**config.mk**
```make
export PLATFORM = sky130hd
export DESIGN_NAME = branch_update_ctrl_flat
export DESIGN_NICKNAME = d
export VERILOG_FILES = /design/src/rtl/branch_update_ctrl_if.sv /design/src/rtl/branch_update_ctrl.sv /design/src/flat_wrapper.sv
export SDC_FILE = /design/constraint.sdc
export NUM_CORES = 1
export LEC_CHECK = 0
export BUFFER_PORTS_ARGS = -buffer_cell sky130_fd_sc_hd__buf_2
export CAP_MARGIN = 10
export CORE_AREA = 2 2 122 76
export CTS_BUF_LIST = sky130_fd_sc_hd__clkbuf_4 sky130_fd_sc_hd__clkbuf_8
export CTS_CLUSTER_DIAMETER = 50
export CTS_CLUSTER_SIZE = 30
export DETAILED_ROUTE_END_ITERATION = 16
export DIE_AREA = 0 0 124 78
export GPL_ROUTABILITY_DRIVEN = 0
export PLACE_DENSITY = 0.69
export SYNTH_ARGS = -nofsm -noshare
export SYNTH_HDL_FRONTEND = slang
export SYNTH_SLANG_ARGS = --single-unit
```
**constraint.sdc**
```tcl
create_clock -name clk -period 2.41 [get_ports clk]
set_input_delay 0 -clock clk [delete_from_list [all_inputs] [get_ports clk]]
set_output_delay 0 -clock clk [all_outputs]
set_load 0.05 [all_outputs]
```
**src/rtl/branch_update_ctrl_if.sv**
```systemverilog
// Bundle between fetch/execute and branch_update_ctrl: prediction push
// handshake, resolve strobe, table write port and status/statistics.
interface branch_update_if #(
  parameter int IDX_W = 5,
  parameter int CNT_W = 16
);
  logic             push_valid;
  logic [IDX_W-1:0] push_idx;
  logic             push_pred;
  logic             push_ready;
  logic             res_valid;
  logic             res_taken;
  logic             upd_valid;
  logic [IDX_W-1:0] upd_addr;
  logic             upd_taken;
  logic             upd_init;
  logic             mispredict;
  logic             busy;
  logic             underflow;
  logic [CNT_W-1:0] br_count;
  logic [CNT_W-1:0] mp_count;

  // Pipeline side: issues predictions and resolves them.
  modport master (
    output push_valid, push_idx, push_pred, res_valid, res_taken,
    input  push_ready, upd_valid, upd_addr, upd_taken, upd_init,
           mispredict, busy, underflow, br_count, mp_count
  );

  // Controller side.
  modport slave (
    input  push_valid, push_idx, push_pred, res_valid, res_taken,
    output push_ready, upd_valid, upd_addr, upd_taken, upd_init,
           mispredict, busy, underflow, br_count, mp_count
  );
endinterface

```
**src/rtl/branch_update_ctrl.sv**
```systemverilog
// Writer-side controller for the 2-bit branch history table. Sweeps the
// table to weakly-not-taken after reset, then queues in-flight predictions,
// writes resolved outcomes back, flags mispredicts (flushing wrong-path
// records) and keeps saturating statistics.
module branch_update_ctrl #(
  parameter int IDX_W = 5,
  parameter int DEPTH = 4,
  parameter int CNT_W = 16
) (
  input  logic             clk,
  input  logic             rst_n,
  branch_update_if.slave   bus
);

  localparam int PTR_W = (DEPTH > 1) ? $clog2(DEPTH) : 1;
  localparam int OCC_W = $clog2(DEPTH + 1);
  localparam logic [OCC_W-1:0] OCC_FULL  = OCC_W'(DEPTH);
  localparam logic [IDX_W:0]   SWEEP_END = {1'b1, {IDX_W{1'b0}}};

  typedef enum logic {
    ST_INIT,
    ST_RUN
  } state_t;

  state_t           state_q, state_d;
  logic [IDX_W:0]   sweep_q;
  logic             sweep_done;

  logic [IDX_W-1:0] idx_mem  [DEPTH];
  logic             pred_mem [DEPTH];
  logic [PTR_W-1:0] wr_ptr_q, rd_ptr_q;
  logic [OCC_W-1:0] occ_q;

  logic running, empty, full;
  logic do_push, do_res, mp_now;
  logic [IDX_W-1:0] head_idx;
  logic             head_pred;

  assign sweep_done = (sweep_q == SWEEP_END);
  assign running    = (state_q == ST_RUN);
  assign empty      = (occ_q == '0);
  assign full       = (occ_q == OCC_FULL);
  assign head_idx   = idx_mem[rd_ptr_q];
  assign head_pred  = pred_mem[rd_ptr_q];

  assign bus.push_ready = running & (~full | bus.res_valid);
  assign bus.busy       = ~running;

  assign do_push = bus.push_valid & bus.push_ready;
  assign do_res  = running & bus.res_valid & ~empty;
  assign mp_now  = do_res & (head_pred != bus.res_taken);

  // State register.
  // NOTE: sequential state uses non-blocking (<=) so every flop samples
  // pre-edge values regardless of block ordering.
  always_ff @(posedge clk or negedge rst_n) begin
    if (!rst_n) state_q <= ST_INIT;
    else        state_q <= state_d;
  end

  // Next-state: leave INIT once every table entry has been written.
  // NOTE: default assignment first keeps this block latch-free.
  always_comb begin
    state_d = state_q;
    case (state_q)
      ST_INIT: if (sweep_done) state_d = ST_RUN;
      ST_RUN:  state_d = ST_RUN;
      default: state_d = ST_INIT;
    endcase
  end

  // Record storage: written on accepted push.
  // NOTE: the array is not reset; occupancy/pointers decide what is valid,
  // so stale contents are never observed.
  always_ff @(posedge clk) begin
    if (do_push) begin
      idx_mem[wr_ptr_q]  <= bus.push_idx;
      pred_mem[wr_ptr_q] <= bus.push_pred;
    end
  end

  // FIFO pointers and occupancy; a mispredict discards everything in flight,
  // including a record pushed in the same cycle.
  always_ff @(posedge clk or negedge rst_n) begin
    if (!rst_n) begin
      wr_ptr_q <= '0;
      rd_ptr_q <= '0;
      occ_q    <= '0;
    end else if (mp_now) begin
      wr_ptr_q <= '0;
      rd_ptr_q <= '0;
      occ_q    <= '0;
    end else begin
      if (do_push) wr_ptr_q <= wr_ptr_q + PTR_W'(1);
      if (do_res)  rd_ptr_q <= rd_ptr_q + PTR_W'(1);
      occ_q <= occ_q + OCC_W'(do_push) - OCC_W'(do_res);
    end
  end

  // Registered table write port, mispredict pulse, sweep address and stats.
  always_ff @(posedge clk or negedge rst_n) begin
    if (!rst_n) begin
      sweep_q        <= '0;
      bus.upd_valid  <= 1'b0;
      bus.upd_addr   <= '0;
      bus.upd_taken  <= 1'b0;
      bus.upd_init   <= 1'b0;
      bus.mispredict <= 1'b0;
      bus.underflow  <= 1'b0;
      bus.br_count   <= '0;
      bus.mp_count   <= '0;
    end else begin
      bus.upd_valid  <= 1'b0;
      bus.upd_init   <= 1'b0;
      bus.mispredict <= 1'b0;
      if (!running) begin
        if (!sweep_done) begin
          bus.upd_valid <= 1'b1;
          bus.upd_init  <= 1'b1;
          bus.upd_addr  <= sweep_q[IDX_W-1:0];
          bus.upd_taken <= 1'b0;
          sweep_q       <= sweep_q + (IDX_W+1)'(1);
        end
      end else begin
        if (do_res) begin
          bus.upd_valid  <= 1'b1;
          bus.upd_addr   <= head_idx;
          bus.upd_taken  <= bus.res_taken;
          bus.mispredict <= mp_now;
          if (bus.br_count != '1)          bus.br_count <= bus.br_count + CNT_W'(1);
          if (mp_now && bus.mp_count != '1) bus.mp_count <= bus.mp_count + CNT_W'(1);
        end
        if (bus.res_valid && empty) bus.underflow <= 1'b1;
      end
    end
  end

endmodule

```
**src/flat_wrapper.sv**
```systemverilog
// flat-port wrapper written by rule: the top's interface ports become plain ports
module branch_update_ctrl_flat 
#(
  parameter int IDX_W = 5,
  parameter int DEPTH = 4,
  parameter int CNT_W = 16
)
  (clk, rst_n, bus_push_valid, bus_push_idx, bus_push_pred, bus_res_valid, bus_res_taken, bus_push_ready, bus_upd_valid, bus_upd_addr, bus_upd_taken, bus_upd_init, bus_mispredict, bus_busy, bus_underflow, bus_br_count, bus_mp_count);
  branch_update_if #(.IDX_W(IDX_W), .CNT_W(CNT_W)) bus_i ();
  input  logic clk;
  input  logic rst_n;
  input wire logic [$bits(bus_i.push_valid)-1:0] bus_push_valid;
  input wire logic [$bits(bus_i.push_idx)-1:0] bus_push_idx;
  input wire logic [$bits(bus_i.push_pred)-1:0] bus_push_pred;
  input wire logic [$bits(bus_i.res_valid)-1:0] bus_res_valid;
  input wire logic [$bits(bus_i.res_taken)-1:0] bus_res_taken;
  output wire logic [$bits(bus_i.push_ready)-1:0] bus_push_ready;
  output wire logic [$bits(bus_i.upd_valid)-1:0] bus_upd_valid;
  output wire logic [$bits(bus_i.upd_addr)-1:0] bus_upd_addr;
  output wire logic [$bits(bus_i.upd_taken)-1:0] bus_upd_taken;
  output wire logic [$bits(bus_i.upd_init)-1:0] bus_upd_init;
  output wire logic [$bits(bus_i.mispredict)-1:0] bus_mispredict;
  output wire logic [$bits(bus_i.busy)-1:0] bus_busy;
  output wire logic [$bits(bus_i.underflow)-1:0] bus_underflow;
  output wire logic [$bits(bus_i.br_count)-1:0] bus_br_count;
  output wire logic [$bits(bus_i.mp_count)-1:0] bus_mp_count;
  assign bus_i.push_valid = bus_push_valid;
  assign bus_i.push_idx = bus_push_idx;
  assign bus_i.push_pred = bus_push_pred;
  assign bus_i.res_valid = bus_res_valid;
  assign bus_i.res_taken = bus_res_taken;
  assign bus_push_ready = bus_i.push_ready;
  assign bus_upd_valid = bus_i.upd_valid;
  assign bus_upd_addr = bus_i.upd_addr;
  assign bus_upd_taken = bus_i.upd_taken;
  assign bus_upd_init = bus_i.upd_init;
  assign bus_mispredict = bus_i.mispredict;
  assign bus_busy = bus_i.busy;
  assign bus_underflow = bus_i.underflow;
  assign bus_br_count = bus_i.br_count;
  assign bus_mp_count = bus_i.mp_count;
  branch_update_ctrl #(.IDX_W(IDX_W), .DEPTH(DEPTH), .CNT_W(CNT_W)) u_core (.clk(clk), .rst_n(rst_n), .bus(bus_i));
endmodule
```
Yosys cells after proc, flatten, opt, wreduce, memory -nomap -nowiden
Memory sizes are Yosys's and may differ from the RTL's.
Index checks and enable logic that the tools add are counted.
{"block": "op_classes", "n_addsub": 7, "eq_ne": 7, "mux": 21, "n_bitwise": 10, "n_reduce_logical": 10}
{"cell": "$add A16 B1 Y16 const B", "n": 2}
{"cell": "$ne A16 B16 Y1 const B", "n": 2}
{"cell": "$mux W5", "n": 3}
{"cell": "$mux W1", "n": 12}
{"cell": "$mux W2", "n": 4}
{"cell": "$add A6 B1 Y6 const B", "n": 1}
{"cell": "$eq A6 B6 Y1 const B", "n": 1}
{"cell": "$reduce_and A2 Y1", "n": 3}
{"cell": "$reduce_and A3 Y1", "n": 2}
{"cell": "$and A1 B1 Y1", "n": 5}
{"cell": "$add A2 B1 Y2 const B", "n": 2}
{"cell": "$not A1 Y1", "n": 4}
{"cell": "$reduce_bool A2 Y1", "n": 2}
{"cell": "$add A3 B1 Y3", "n": 1}
{"cell": "$eq A3 B3 Y1 const B", "n": 1}
{"cell": "$logic_not A3 Y1", "n": 1}
{"cell": "$mux W3", "n": 1}
{"cell": "$sub A3 B1 Y3", "n": 1}
{"cell": "$logic_and A1 B1 Y1", "n": 2}
{"cell": "$ne A2 B1 Y1 const B", "n": 1}
{"cell": "$ne A2 B2 Y1 const B", "n": 1}
{"cell": "$pmux W1 S2", "n": 1}
{"cell": "$ne A1 B1 Y1", "n": 1}
{"cell": "$or A1 B1 Y1", "n": 1}
{"block": "word_totals", "regBits": 56, "mem_bits_rw": 24, "in_bits": 11, "output_inout_bits": 44, "word_cells": 70, "mem_count": 2}
{"name": "u_core.idx_mem", "depth": 4, "word_bits": 5, "rd": 1, "rd_clocked_by_memory_dff": 0, "wr": 1, "line_no": "branch_update_ctrl.sv:29", "source": "logic [IDX_W-1:0] idx_mem [DEPTH];"}
{"name": "u_core.pred_mem", "depth": 4, "word_bits": 1, "rd": 1, "rd_clocked_by_memory_dff": 0, "wr": 1, "line_no": "branch_update_ctrl.sv:30", "source": "logic pred_mem [DEPTH];"}

Depth between registers and ports, before layout
{"block": "depth", "word_depth": 8, "mapped_depth": 10, "ltp_nobuf": 8}

Least setup slack after synthesis
OpenSTA, ideal clock, no wires.
{"block": "synth_timing", "path_type": "reg2reg", "start": "register u_core.state_q (netlist: u_core.running)", "end": "register u_core.occ_q[1]", "setup_ns": 0.130, "arrival_ns": 2.754, "required_time_ns": 2.280, "slack_ns": -0.474, "path_stages_with_launch": 9, "n_path_buf": 2, "synth_period_minus_slack_ns": 2.884, "cell_sequence": "dfrtp_1 -> buf_2 -> inv_1 -> nor2_1 -> and2_1 -> clkbuf_1 -> ha_1 -> fa_1 -> nor2b_1"}
{"block": "synth_via", "elab_chain_cells": 5, "elab_cells_between_ends": 8, "cone_classes": "add/sub (2); mux (1); bitwise (5)"}
{"item": "from (decl)", "line_no": "branch_update_ctrl.sv:25", "source": "state_t state_q, state_d;"}
{"item": "from (signal assigned)", "line_no": "branch_update_ctrl.sv:58", "source": "else state_q <= state_d;"}
{"item": "$and A1 B1 Y1", "line_no": "branch_update_ctrl.sv:46", "source": "assign bus.push_ready = running & (~full | bus.res_valid);"}
{"item": "named net bus_push_ready", "line_no": "flat_wrapper.sv:17", "source": "output wire logic [$bits(bus_i.push_ready)-1:0] bus_push_ready;"}
{"item": "$and A1 B1 Y1", "line_no": "branch_update_ctrl.sv:49", "source": "assign do_push = bus.push_valid & bus.push_ready;"}
{"item": "$add A3 B1 Y3", "line_no": "branch_update_ctrl.sv:96", "source": "occ_q <= occ_q + OCC_W'(do_push) - OCC_W'(do_res);"}
{"item": "$sub A3 B1 Y3", "line_no": "branch_update_ctrl.sv:96"}
{"item": "$mux W3", "line_no": "branch_update_ctrl.sv:89", "source": "end else if (mp_now) begin"}
{"item": "to (signal assigned)", "line_no": "branch_update_ctrl.sv:96"}
{"item": "to (decl)", "line_no": "branch_update_ctrl.sv:32", "source": "logic [OCC_W-1:0] occ_q;"}
The timed path passes the listed nets, and every way through them passes these cells.
A chain may end at the register's enable or synchronous reset.

Worst setup path in the final report
{"block": "layout_timing", "start": "register u_core.occ_q[0]", "end": "register u_core.occ_q[2]"}
{"block": "layout_via", "elab_chain_cells": 8, "elab_cells_between_ends": 12, "cone_classes": "add/sub (2); eq/ne (1); mux (1); bitwise (7); reduce/logical (1)"}
{"item": "$eq A3 B3 Y1", "line_no": "branch_update_ctrl.sv:42", "source": "assign full = (occ_q == OCC_FULL);"}
{"item": "$not A1 Y1", "line_no": "branch_update_ctrl.sv:46"}
{"item": "$or A1 B1 Y1", "line_no": "branch_update_ctrl.sv:46"}
{"item": "$and A1 B1 Y1", "line_no": "branch_update_ctrl.sv:46"}
{"item": "$and A1 B1 Y1", "line_no": "branch_update_ctrl.sv:49"}
{"item": "$add A3 B1 Y3", "line_no": "branch_update_ctrl.sv:96"}
{"item": "$sub A3 B1 Y3", "line_no": "branch_update_ctrl.sv:96"}
{"item": "$mux W3 *", "line_no": "branch_update_ctrl.sv:89"}
Mark *: on every way between the ends. The rest lies on a longest branch, timed or not.

==> flow_summary.toml <==
[setup_path]
timing.critical_path.mode_cell = "sky130_fd_sc_hd__xnor2_1"
critical_path.slowest_cell = "sky130_fd_sc_hd__dfrtp_1"
worst_ep_arrival_time_ns = 2.47
cp_data_required_time_ns = 2.64
critPathMaxStageDelay_ns = 0.45
worstReg2RegStart = "u_core.occ_q[0]"
cp_cell_sequence = "nor4b_2 > nor2_4 > and2_1 > ha_1 > fa_1 > xnor2_1 > xnor2_1 > nor2_1"
crit_type = "flop to flop"
end_kind = "flop"
critical_path.startpoint_type = "flop"
critPathMaxFanout = 6
first_element_of_the_critical_path = "u_core.occ_q[0]"

[placement]
post-dp-hpwl_um = 5080
numPlacedInstances = 444
numPortBuffers = 54
placed_cell_area_sq_um = 4051

[cts]
clock-root-buffer = "sky130_fd_sc_hd__clkbuf_8"
clock_latency_ns = 0.35
cts.htree.levels = 3
cts-hold-fix-buffers = 9
cts_setup_buffers = 0
clk_transition_reported_paths_ns = 0.08
clock-sinks = 80
cts_buffer_depth = 2
cts_tree = "built"
tritoncts.num_buffers = 9
ctsResizeCount = 0

[floorplan]
io_pins = 55
floorplan.core_area_sq_um = 8458
design.die.area_sq_um = 9672
fp.dieW_um = 124
initial_core_util_pct = 42.62
number_of_placement_rows = 26
die_h_um = 78

[global_route]
track_usage_pct = 16.35
grt_overflow = 0
grt_start_max_net_pins = 24
via_count_of_the_first_global_routing_pass = 2281
grt_antenna_before_repair = 0
grt_pass1_wl_um = 11760

[final_layout]
n_antenna_cell = 0
postLayoutCellArea_sq_um = 4378
area.sequential_sq_um = 2122
post_route_cells_drive_above_1_share_pct = 28.01
multiInputGateArea_sq_um = 1414
final_cell_count_no_fill = 469
finalCoreUtilization_pct = 51.76
nNetsFinal = 373
n_fill_cell = 755
flow.area_growth_from_synthesis_pct = 21.45

[power_and_ir_drop]
internal_power_w = 0.002869
clock_power_share_pct = 24.2
ir_drop_v = 0.0007330
switching_power_w = 0.001767
comb_power_share_pct = 34.4
power.share.sequential_pct = 41.4
total_power_density_per_cell_area_nw_per_um2 = 1059
sw_frac_of_total_pct = 38.12
p_leak_nw = 1.994

[timing]
setup_violations = 0
worst_slew_pin_slew_ns = 0.6013
min_period_over_period_pct = 92.78
report.final.hold_viol_count = 0
timing.setup.tns_ns = 0
finalHoldWorstSlack_ns = 0.1112
clock_skew_ns = 0.009244
achievable-frequency_mhz = 447.2
finalMaxSlewViolations = 0
rsz0062_at_grt = "false"
max_slew_margin_pct = 59.77
period_minus_slack_ns = 2.236

[synth]
synth-async-reset-ratio_pct = 70.00
synth-edff-count = 24
seq_area_frac_synth_pct = 58.87
post-synth-top-area-cell = "sky130_fd_sc_hd__dfrtp_1"
synthesis.area_per_instance_sq_um = 13.11
ys_warn_count = 0
netlist_top_cells_area = "sky130_fd_sc_hd__dfrtp_1, sky130_fd_sc_hd__edfxtp_1, sky130_fd_sc_hd__xnor2_1"
netlist-cell-type-count = 45
netlist.area_leader.share_pct = 38.88
synth-seq-cells = 80
mappedNetlistArea_sq_um = 3605
synth_fp_nets = 296
netlist_instances = 275
synth_flop_cell = "sky130_fd_sc_hd__dfrtp_1"

[drt]
drt_iter0_markers = 82
detail_route.vias_per_cell = 4.855
drcViolationCount = 0
drt_first_pass_iters = 4
route.detailed.wl_per_inst_um = 14.89
wirelength_um = 6983
via_count = 2277
ant_nets = 0

[min_path]
hold_path.class = "input pin to async pin"

[run]
drv_cap = 0

[run_status]
result_of_the_run = "finished clean"
==> stage by stage <==
stage,total power (W),setup WS [ns]
final,0.004637,0.1739
after CTS,0.004689,0.1468
after global placement,0.003500,0.2240
after detailed placement,0.003544,0.1608
after floorplan,0.003141,0.01393
after global routing,0.004902,0.04272
==> path summary, 6_finish.rpt <==
path                                           to  slack, ns  cells past startpoint
hold reg to reg                 u_core.sweep_q[5]       0.47                      1
max in group asynchronous  u_core.bus.br_count[5]       1.64                      3
min in group clk               u_core.wr_ptr_q[0]       0.17                      4
setup reg to reg                  u_core.occ_q[2]       0.17                      8
setup / recovery                  u_core.occ_q[2]       0.17                      8
hold / removal                u_core.bus.upd_init       0.11                      2
==> sequential cells by signal, summed over array words and instances, names as in the netlist <==
| register | flops |
|---|---|
| u_core.bus.br_count | 16 |
| u_core.bus.mispredict | 1 |
| u_core.bus.mp_count | 16 |
| u_core.bus.underflow | 1 |
| u_core.bus.upd_addr | 5 |
| u_core.bus.upd_init | 1 |
| u_core.bus.upd_taken | 1 |
| u_core.bus.upd_valid | 1 |
| u_core.idx_mem | 20 |
| u_core.occ_q | 3 |
| u_core.pred_mem | 4 |
| u_core.rd_ptr_q | 2 |
| u_core.running | 1 |
| u_core.sweep_q | 6 |
| u_core.wr_ptr_q | 2 |
==> final cells by class <==
cell class                 count  share of cell area, %
clock buffer                  15                  4.716
clock inverter                 1                 0.6859
inverter                       9                 0.8574
multi-input combinational    180                  32.30
sequential                    80                  48.47
tap                          112                  3.201
timing repair buffer          72                  9.774
==> synth_stat cells (all sizes together) (3+ instances only) <==
| library cell | count |
|---|---|
| dfrtp | 56 |
| nand2 | 32 |
| xnor2 | 28 |
| edfxtp | 24 |
| nor2 | 18 |
| nand3 | 11 |
| nand4 | 10 |
| ha | 9 |
| inv | 9 |
| xor2 | 9 |
| and3 | 8 |
| mux2i | 8 |
| o21ai | 7 |
| and4 | 6 |
| mux4 | 5 |
| nor3 | 5 |
| mux2 | 4 |
| a21oi | 3 |
| buf | 3 |
| clkbuf | 3 |
==> placed cells by master, fill, tap and decap left out, types with 2 or more instances in the layout <==
master	n
sky130_fd_sc_hd__a21oi_1	2
sky130_fd_sc_hd__nand3_1	11
sky130_fd_sc_hd__nand4_1	9
sky130_fd_sc_hd__ha_1	9
sky130_fd_sc_hd__nor2_1	17
sky130_fd_sc_hd__mux4_1	5
sky130_fd_sc_hd__inv_1	8
sky130_fd_sc_hd__nor3_1	4
sky130_fd_sc_hd__o21ai_0	7
sky130_fd_sc_hd__edfxtp_1	24
sky130_fd_sc_hd__buf_4	9
sky130_fd_sc_hd__mux2_2	3
sky130_fd_sc_hd__nor2b_1	2
sky130_fd_sc_hd__buf_2	54
sky130_fd_sc_hd__mux2i_1	8
sky130_fd_sc_hd__clkbuf_8	15
sky130_fd_sc_hd__nand2_1	32
sky130_fd_sc_hd__xnor2_1	27
sky130_fd_sc_hd__and4_1	4
sky130_fd_sc_hd__dlygate4sd3_1	9
sky130_fd_sc_hd__and4_2	2
sky130_fd_sc_hd__and3_1	7
sky130_fd_sc_hd__dfrtp_1	56
sky130_fd_sc_hd__xor2_1	9
==> kinds of logic after synthesis <==
logic type | share of synthesized area [%]
buf+inv | 2.291
fa+ha+maj | 3.679
xor+xnor | 9.199
simple gates | 15.06
flops | 58.87
compound gates | 3.680
mux | 7.220
==> worst max-delay path, delay by kind of cell, from the launching register on <==
kind | cells | cell delay [ns]
adder cells (fa/ha/maj) | 2 | 0.59
flip-flops | 1 | 0.45
XOR/XNOR | 2 | 0.32
AND/OR/NAND/NOR | 4 | 0.75
==> routing by layer <==
| metal | wire, um | share of wire, % | GRT usage (%) | vias up |
|---|---|---|---|---|
| li1 | - | - | - | 1124 |
| met1 | 3479 | 50 | 22.99 | 1095 |
| met2 | 3034 | 43 | 23.57 | 48 |
| met3 | 389 | 5.6 | 6.176 | 10 |
| met4 | 80 | 1.1 | 4.719 | 0 |
| met5 | 0 | 0 | 0 | - |
==> power groups by stage <==
stage | Combinational (W) | Sequential, W | Clock (W)
2_1_floorplan | 0.000748 | 0.00239 | 0
3_3_place_gp | 0.00157 | 0.00193 | 0
3_5_place_dp | 0.00160 | 0.00195 | 0
4_1_cts | 0.00161 | 0.00192 | 0.00115
5_1_grt | 0.00173 | 0.00196 | 0.00122
6_report | 0.00159 | 0.00192 | 0.00112
No activity file was read; power rests on OpenSTA's default activity.
